<file path="config.mk">
export PLATFORM = sky130hd
export DESIGN_NAME = mem_spm_ctrl
export DESIGN_NICKNAME = d
export VERILOG_FILES = /design/src/rtl/mem_spm_ctrl.sv
export SDC_FILE = /design/constraint.sdc
export NUM_CORES = 1
export LEC_CHECK = 0
export CAP_MARGIN = 20
export CORE_MARGIN = 3
export CORE_UTILIZATION = 47
export DETAILED_ROUTE_END_ITERATION = 8
export HOLD_SLACK_MARGIN = 0.03
export PLACE_DENSITY = 0.8
export REMOVE_ABC_BUFFERS = 1
export SLEW_MARGIN = 0
export SYNTH_ARGS = -nofsm -noshare
export SYNTH_HDL_FRONTEND = slang
export SYNTH_SLANG_ARGS = --single-unit
export TNS_END_PERCENT = 5
</file>
<file path="constraint.sdc">
create_clock -name i_clk -period 4.4 [get_ports i_clk]
set_clock_uncertainty 0.1 [all_clocks]
set_input_delay 0.88 -clock i_clk [delete_from_list [all_inputs] [get_ports i_clk]]
set_output_delay 0.88 -clock i_clk [all_outputs]
set_load 0.02 [all_outputs]
</file>
<file path="src/rtl/mem_spm_ctrl.sv">
// mem_spm_ctrl: MEM-stage initiator for the scratch-pad memory MEM port.
// Accepts one load/store at a time, checks alignment and window range,
// drives the SPM strobe/address/rw/write-data lines and returns formatted
// load data or a completion pulse. Sub-word stores are read-modify-write
// because the SPM port only writes whole words.
module mem_spm_ctrl #(
    parameter int unsigned SPM_ADDR_W = 12,
    parameter logic [31:0] SPM_BASE   = 32'h2000_0000
) (
    input  logic                  i_clk,
    input  logic                  i_reset,
    input  logic                  i_req,
    input  logic [2:0]            i_req_op,
    input  logic [31:0]           i_req_addr,
    input  logic [31:0]           i_req_wr_data,
    output logic                  o_busy,
    output logic                  o_done,
    output logic                  o_err,
    output logic [31:0]           o_rd_data,
    output logic [SPM_ADDR_W-1:0] o_spm_addr,
    output logic                  o_spm_as_,
    output logic                  o_spm_rw,
    output logic [31:0]           o_spm_wr_data,
    input  logic [31:0]           i_spm_rd_data
);

    // SPM read/write line encoding
    localparam logic SPM_READ  = 1'b1;
    localparam logic SPM_WRITE = 1'b0;

    typedef enum logic [2:0] {
        OP_LW  = 3'b000,
        OP_LH  = 3'b001,
        OP_LHU = 3'b010,
        OP_LB  = 3'b011,
        OP_LBU = 3'b100,
        OP_SW  = 3'b101,
        OP_SH  = 3'b110,
        OP_SB  = 3'b111
    } op_t;

    typedef enum logic [2:0] {
        S_IDLE      = 3'd0,
        S_READ      = 3'd1,
        S_READ_WAIT = 3'd2,
        S_RMW_READ  = 3'd3,
        S_RMW_WAIT  = 3'd4,
        S_WRITE     = 3'd5,
        S_DONE      = 3'd6
    } state_t;

    state_t                r_state;
    state_t                w_state_nxt;

    // Request fields captured at acceptance; the transaction in flight
    // never looks at the live request inputs again.
    op_t                   r_op;
    logic [1:0]            r_lane;
    logic [31:0]           r_st_data;

    logic                  r_done;
    logic                  r_err;
    logic [31:0]           r_rd_data;
    logic [SPM_ADDR_W-1:0] r_spm_addr;
    logic                  r_spm_as_n;
    logic                  r_spm_rw;
    logic [31:0]           r_spm_wr_data;

    op_t                   w_req_op;
    logic                  w_accept;
    logic                  w_is_word;
    logic                  w_is_half;
    logic                  w_is_load;
    logic                  w_misalign;
    logic                  w_out_of_range;
    logic                  w_req_bad;
    logic                  w_strobe_nxt;

    // Lane-extract a loaded word and sign/zero-extend according to the op.
    function automatic logic [31:0] fmt_load(input op_t op, input logic [1:0] lane,
                                             input logic [31:0] word);
        logic [15:0] half;
        logic [7:0]  byte_v;
        half = lane[1] ? word[31:16] : word[15:0];
        case (lane)
            2'd0:    byte_v = word[7:0];
            2'd1:    byte_v = word[15:8];
            2'd2:    byte_v = word[23:16];
            default: byte_v = word[31:24];
        endcase
        case (op)
            OP_LH:   fmt_load = {{16{half[15]}}, half};
            OP_LHU:  fmt_load = {16'h0000, half};
            OP_LB:   fmt_load = {{24{byte_v[7]}}, byte_v};
            OP_LBU:  fmt_load = {24'h00_0000, byte_v};
            default: fmt_load = word;
        endcase
    endfunction

    // Merge store lanes into the word read back from the SPM.
    function automatic logic [31:0] merge_store(input op_t op, input logic [1:0] lane,
                                                input logic [31:0] old_word,
                                                input logic [31:0] data);
        logic [31:0] res;
        res = old_word;
        case (op)
            OP_SB: begin
                case (lane)
                    2'd0:    res[7:0]   = data[7:0];
                    2'd1:    res[15:8]  = data[7:0];
                    2'd2:    res[23:16] = data[7:0];
                    default: res[31:24] = data[7:0];
                endcase
            end
            OP_SH: begin
                if (lane[1]) res[31:16] = data[15:0];
                else         res[15:0]  = data[15:0];
            end
            default: res = data;
        endcase
        return res;
    endfunction

    // Request decode and error classification, only meaningful in IDLE.
    always_comb begin
        w_req_op       = op_t'(i_req_op);
        w_accept       = (r_state == S_IDLE) && i_req;
        w_is_word      = (w_req_op == OP_LW) || (w_req_op == OP_SW);
        w_is_half      = (w_req_op == OP_LH) || (w_req_op == OP_LHU) || (w_req_op == OP_SH);
        w_is_load      = (i_req_op <= 3'b100);
        w_misalign     = (w_is_word && (i_req_addr[1:0] != 2'b00)) ||
                         (w_is_half && i_req_addr[0]);
        w_out_of_range = (i_req_addr[31:SPM_ADDR_W+2] != SPM_BASE[31:SPM_ADDR_W+2]);
        w_req_bad      = w_misalign || w_out_of_range;
    end

    // Next-state decode; the strobe is asserted in every state that talks to the SPM.
    always_comb begin
        w_state_nxt = r_state;
        case (r_state)
            S_IDLE: begin
                if (i_req) begin
                    if (w_req_bad)             w_state_nxt = S_DONE;
                    else if (w_is_load)        w_state_nxt = S_READ;
                    else if (w_req_op == OP_SW) w_state_nxt = S_WRITE;
                    else                       w_state_nxt = S_RMW_READ;
                end
            end
            S_READ:      w_state_nxt = S_READ_WAIT;
            S_READ_WAIT: w_state_nxt = S_DONE;
            S_RMW_READ:  w_state_nxt = S_RMW_WAIT;
            S_RMW_WAIT:  w_state_nxt = S_WRITE;
            S_WRITE:     w_state_nxt = S_DONE;
            S_DONE:      w_state_nxt = S_IDLE;
            default:     w_state_nxt = S_IDLE;
        endcase
        w_strobe_nxt = (w_state_nxt == S_READ) || (w_state_nxt == S_RMW_READ) ||
                       (w_state_nxt == S_WRITE);
    end

    // State register plus Moore output flops, loaded from the next state so
    // each output is visible exactly while the FSM sits in the matching state.
    always_ff @(posedge i_clk) begin
        if (i_reset) begin
            r_state       <= S_IDLE;
            r_done        <= 1'b0;
            r_err         <= 1'b0;
            r_rd_data     <= 32'h0000_0000;
            r_spm_addr    <= '0;
            r_spm_as_n    <= 1'b1;
            r_spm_rw      <= SPM_READ;
            r_spm_wr_data <= 32'h0000_0000;
        end else begin
            r_state    <= w_state_nxt;
            r_done     <= (w_state_nxt == S_DONE);
            r_err      <= w_accept && w_req_bad;
            r_spm_as_n <= !w_strobe_nxt;
            r_spm_rw   <= (w_state_nxt == S_WRITE) ? SPM_WRITE : SPM_READ;
            if (w_accept && !w_req_bad) begin
                r_spm_addr <= i_req_addr[SPM_ADDR_W+1:2];
                if (w_req_op == OP_SW) r_spm_wr_data <= i_req_wr_data;
            end
            if (r_state == S_READ_WAIT) r_rd_data <= fmt_load(r_op, r_lane, i_spm_rd_data);
            if (r_state == S_RMW_WAIT)
                r_spm_wr_data <= merge_store(r_op, r_lane, i_spm_rd_data, r_st_data);
        end
    end

    // Latch the request fields when a request is accepted.
    always_ff @(posedge i_clk) begin
        if (w_accept) begin
            r_op      <= w_req_op;
            r_lane    <= i_req_addr[1:0];
            r_st_data <= i_req_wr_data;
        end
    end

    // busy is the only combinational output: decoded straight from the state.
    always_comb begin
        o_busy = (r_state != S_IDLE);
    end

    assign o_done        = r_done;
    assign o_err         = r_err;
    assign o_rd_data     = r_rd_data;
    assign o_spm_addr    = r_spm_addr;
    assign o_spm_as_     = r_spm_as_n;
    assign o_spm_rw      = r_spm_rw;
    assign o_spm_wr_data = r_spm_wr_data;

endmodule

</file>
==> impl_metrics.tcl <==
set metrics [dict create \
    path_clk_slew_ps 50 \
    syn_to_final_growth_pct 41.5 \
    multi_input_area_mm2 0.00288 \
    seq_area_mm2 0.00277 \
    hold_viol 0 \
    cts-root-buf "clkbuf_16" \
    netlist_instances 643 \
    cts_tree "built" \
    cts_hold_buf 0 \
    slew_headroom_pct 34.7 \
    power_density_mw_per_mm2 601 \
    grt_pass1_wl_mm 30.7 \
    period_minus_slack_ps 3260 \
    drc_errors 0 \
    holdWs_ps 377 \
    nNetsFinal 902 \
    synth_seq_cells 120 \
    ys.flop_type "dfxtp_1" \
    peakVddDrop_mv 0.374 \
    die_h_um 118 \
    gr-usage-met3_pct 7.51 \
    crit_path_start_kind "input port" \
    drive_above_1_share_pct 7.63 \
    endpoint_kind "register" \
    busiest_layer "met2" \
    fmax_ghz 0.307 \
    ioPinCount 183 \
    syn_area_mm2 0.00593 \
    setup_violations 0 \
    grt_pass1_vias 5784 \
    worst_slew_pin_slew_ps 972 \
    die_x_um 118 \
    port_buffers 182 \
    drv_slew 0 \
    track_usage_pct 27.4 \
    path_max_fanout 20 \
    met1_usage_pct 34.3 \
    synth.top_cell.area_share_pct 28.0 \
    p_leak_nw 3.02 \
    worstPathArrival_ps 3460 \
    critical_path_class "in2reg" \
    htree_levels 4 \
    post_cts_buffers 0 \
    cts-resized-gates 0 \
    grt_use_met2_pct 44.6 \
    clk_latency_ps 420 \
    vias_per_cell 6.07 \
    synth.most_common_cell "dfxtp_1" \
    yosys_warnings 0 \
    avgSynthCellArea_um2 9.22 \
    synth_edf_count 37 \
    start_util_pct 48.8 \
    cts.sinks 120 \
    fillers 952 \
    min_period_over_period_pct 74.0 \
    dp_hpwl_mm 13.7 \
    status "finished clean" \
    synth_common_cells "dfxtp_1 (83), a21oi_1 (80), nor2_1 (77)" \
    fin_setup_tns_ps 0 \
    antennaDiodeCount 0 \
    ys_types 55 \
    drtIter0Drc 642 \
    yosysTopAreaCell "dfxtp_1" \
    place_congestion 0.921 \
    final_antenna_net_count 0 \
    grt_max_degree 57 \
    fp-row-count 40 \
    firstDrtPassIters 6 \
    rsz0062_at_grt "no" \
    max_cap_viol_count 0 \
    avgRoutedWirePerCell_um 19.8 \
    worstPathRequired_ps 4610 \
    hold_class "reg2reg" \
    dieArea_mm2 0.0140 \
    synth_area_leaders "dfxtp_1 (28%), edfxtp_1 (19%), a21oi_1 (6.8%)" \
    globalRoute.totalOverflow 0 \
    antenna_found_initial 0 \
    cts_buffers 17 \
    core_mm2 0.0122 \
    synthArstFlopShare_pct 0 \
    routed_wl_mm 19.4 \
    num_vias 5955 \
    cts_buffer_depth 2 \
    ys_seq_area_share_pct 46.8 \
]
[power breakdown]
part           internal (mW)  switching (mW)
Combinational          0.845            1.17
Clock                  0.876           0.477
Sequential              1.45           0.233
Total                   3.17            1.87
[registers in the layout, indices dropped and copies added, names as in the netlist]
register       flops
o_done             1
o_rd_data         32
r_st_data         32
o_spm_wr_data     32
o_spm_rw           1
r_state            3
o_err              1
o_spm_addr        12
r_op               3
o_spm_as_          1
r_lane             2
[final timing paths]
path	cells past startpoint	slack [ps]	end	from
worst max-delay path	6	1140	o_spm_wr_data[10]	i_req_addr[15]
worst min-delay path	2	380	o_spm_wr_data[25]	o_spm_wr_data[25]
worst max register to register	5	1460	o_rd_data[10]	r_lane[1]
worst min register to register	2	380	o_spm_wr_data[25]	o_spm_wr_data[25]
[layout by cell type, fill, tap and decap left out, types with 4 or more instances in the layout]
cell type / netlist / layout
a211oi_1: 18 / 18
a21oi_1: 80 / 80
a221o_1: 8 / 8
a221oi_1: 10 / 10
a22o_1: 5 / 5
a311oi_1: 8 / 8
a31oi_1: 5 / 5
and2_1: 4 / 4
buf_4: 0 / 10
clkbuf_16: 0 / 17
clkdlybuf4s50_1: 0 / 181
clkinv_1: 0 / 4
clkinv_2: 0 / 4
dfxtp_1: 83 / 83
edfxtp_1: 37 / 37
inv_1: 13 / 13
mux2i_1: 22 / 22
mux4_2: 8 / 8
nand2_1: 23 / 23
nand2b_1: 17 / 17
nand3_1: 20 / 20
nor2_1: 77 / 77
nor2b_1: 4 / 4
nor3_1: 28 / 28
o21ai_0: 44 / 44
o21bai_1: 7 / 7
o221a_2: 4 / 4
o221ai_1: 12 / 12
o22ai_1: 13 / 13
or4_1: 5 / 5
[layout make-up]
type                            instances  share of cell area [%]
Clock buffer                           20                    5.20
Clock inverter                         12                    1.58
Inverter                               14                   0.626
Multi-Input combinational cell        454                    34.3
Sequential cell                       120                    33.0
Tap cell                              168                    2.51
Timing Repair Buffer                  193                    22.7
[per-layer routing]
metal | up-vias | wire [um]
met1 | 2786 | 7730
met4 | 0 | 481
met5 | - | 0
li1 | 2735 | -
met2 | 385 | 9140
met3 | 49 | 2030
[through the flow]
stage	setup WS (ps)	util, %	instance area (um2)	cells	total power, mW
floorplan	327	-	5700	588	2.79
global placement	831	64.1	7800	947	3.59
detailed placement	740	64.1	7800	947	3.65
CTS	1180	68.8	8370	979	5.02
global route	1000	69.0	8390	981	5.29
finish	1140	69.0	8390	981	5.04
[logic make-up (layout without fill, tap and decap cells)]
family                    after synthesis  after routing  synth area share, %
xor gates and xnor gates                3              3                0.443
and+or+nand+nor                       192            192                 15.8
muxes                                  30             30                 6.75
DFF                                   120            120                 46.8
buffers and inverters                  69            239                 4.83
AOI/OAI and AO/OA                     229            229                 25.4
[critical path: stages]
cell and delay (ps):
clkdlybuf4s50_1 400, or4_4 540, a2111oi_4 550, a31o_2 540, a21oi_1 240, a22o_1 310
Note: power is estimated with default switching activity, not from simulation.
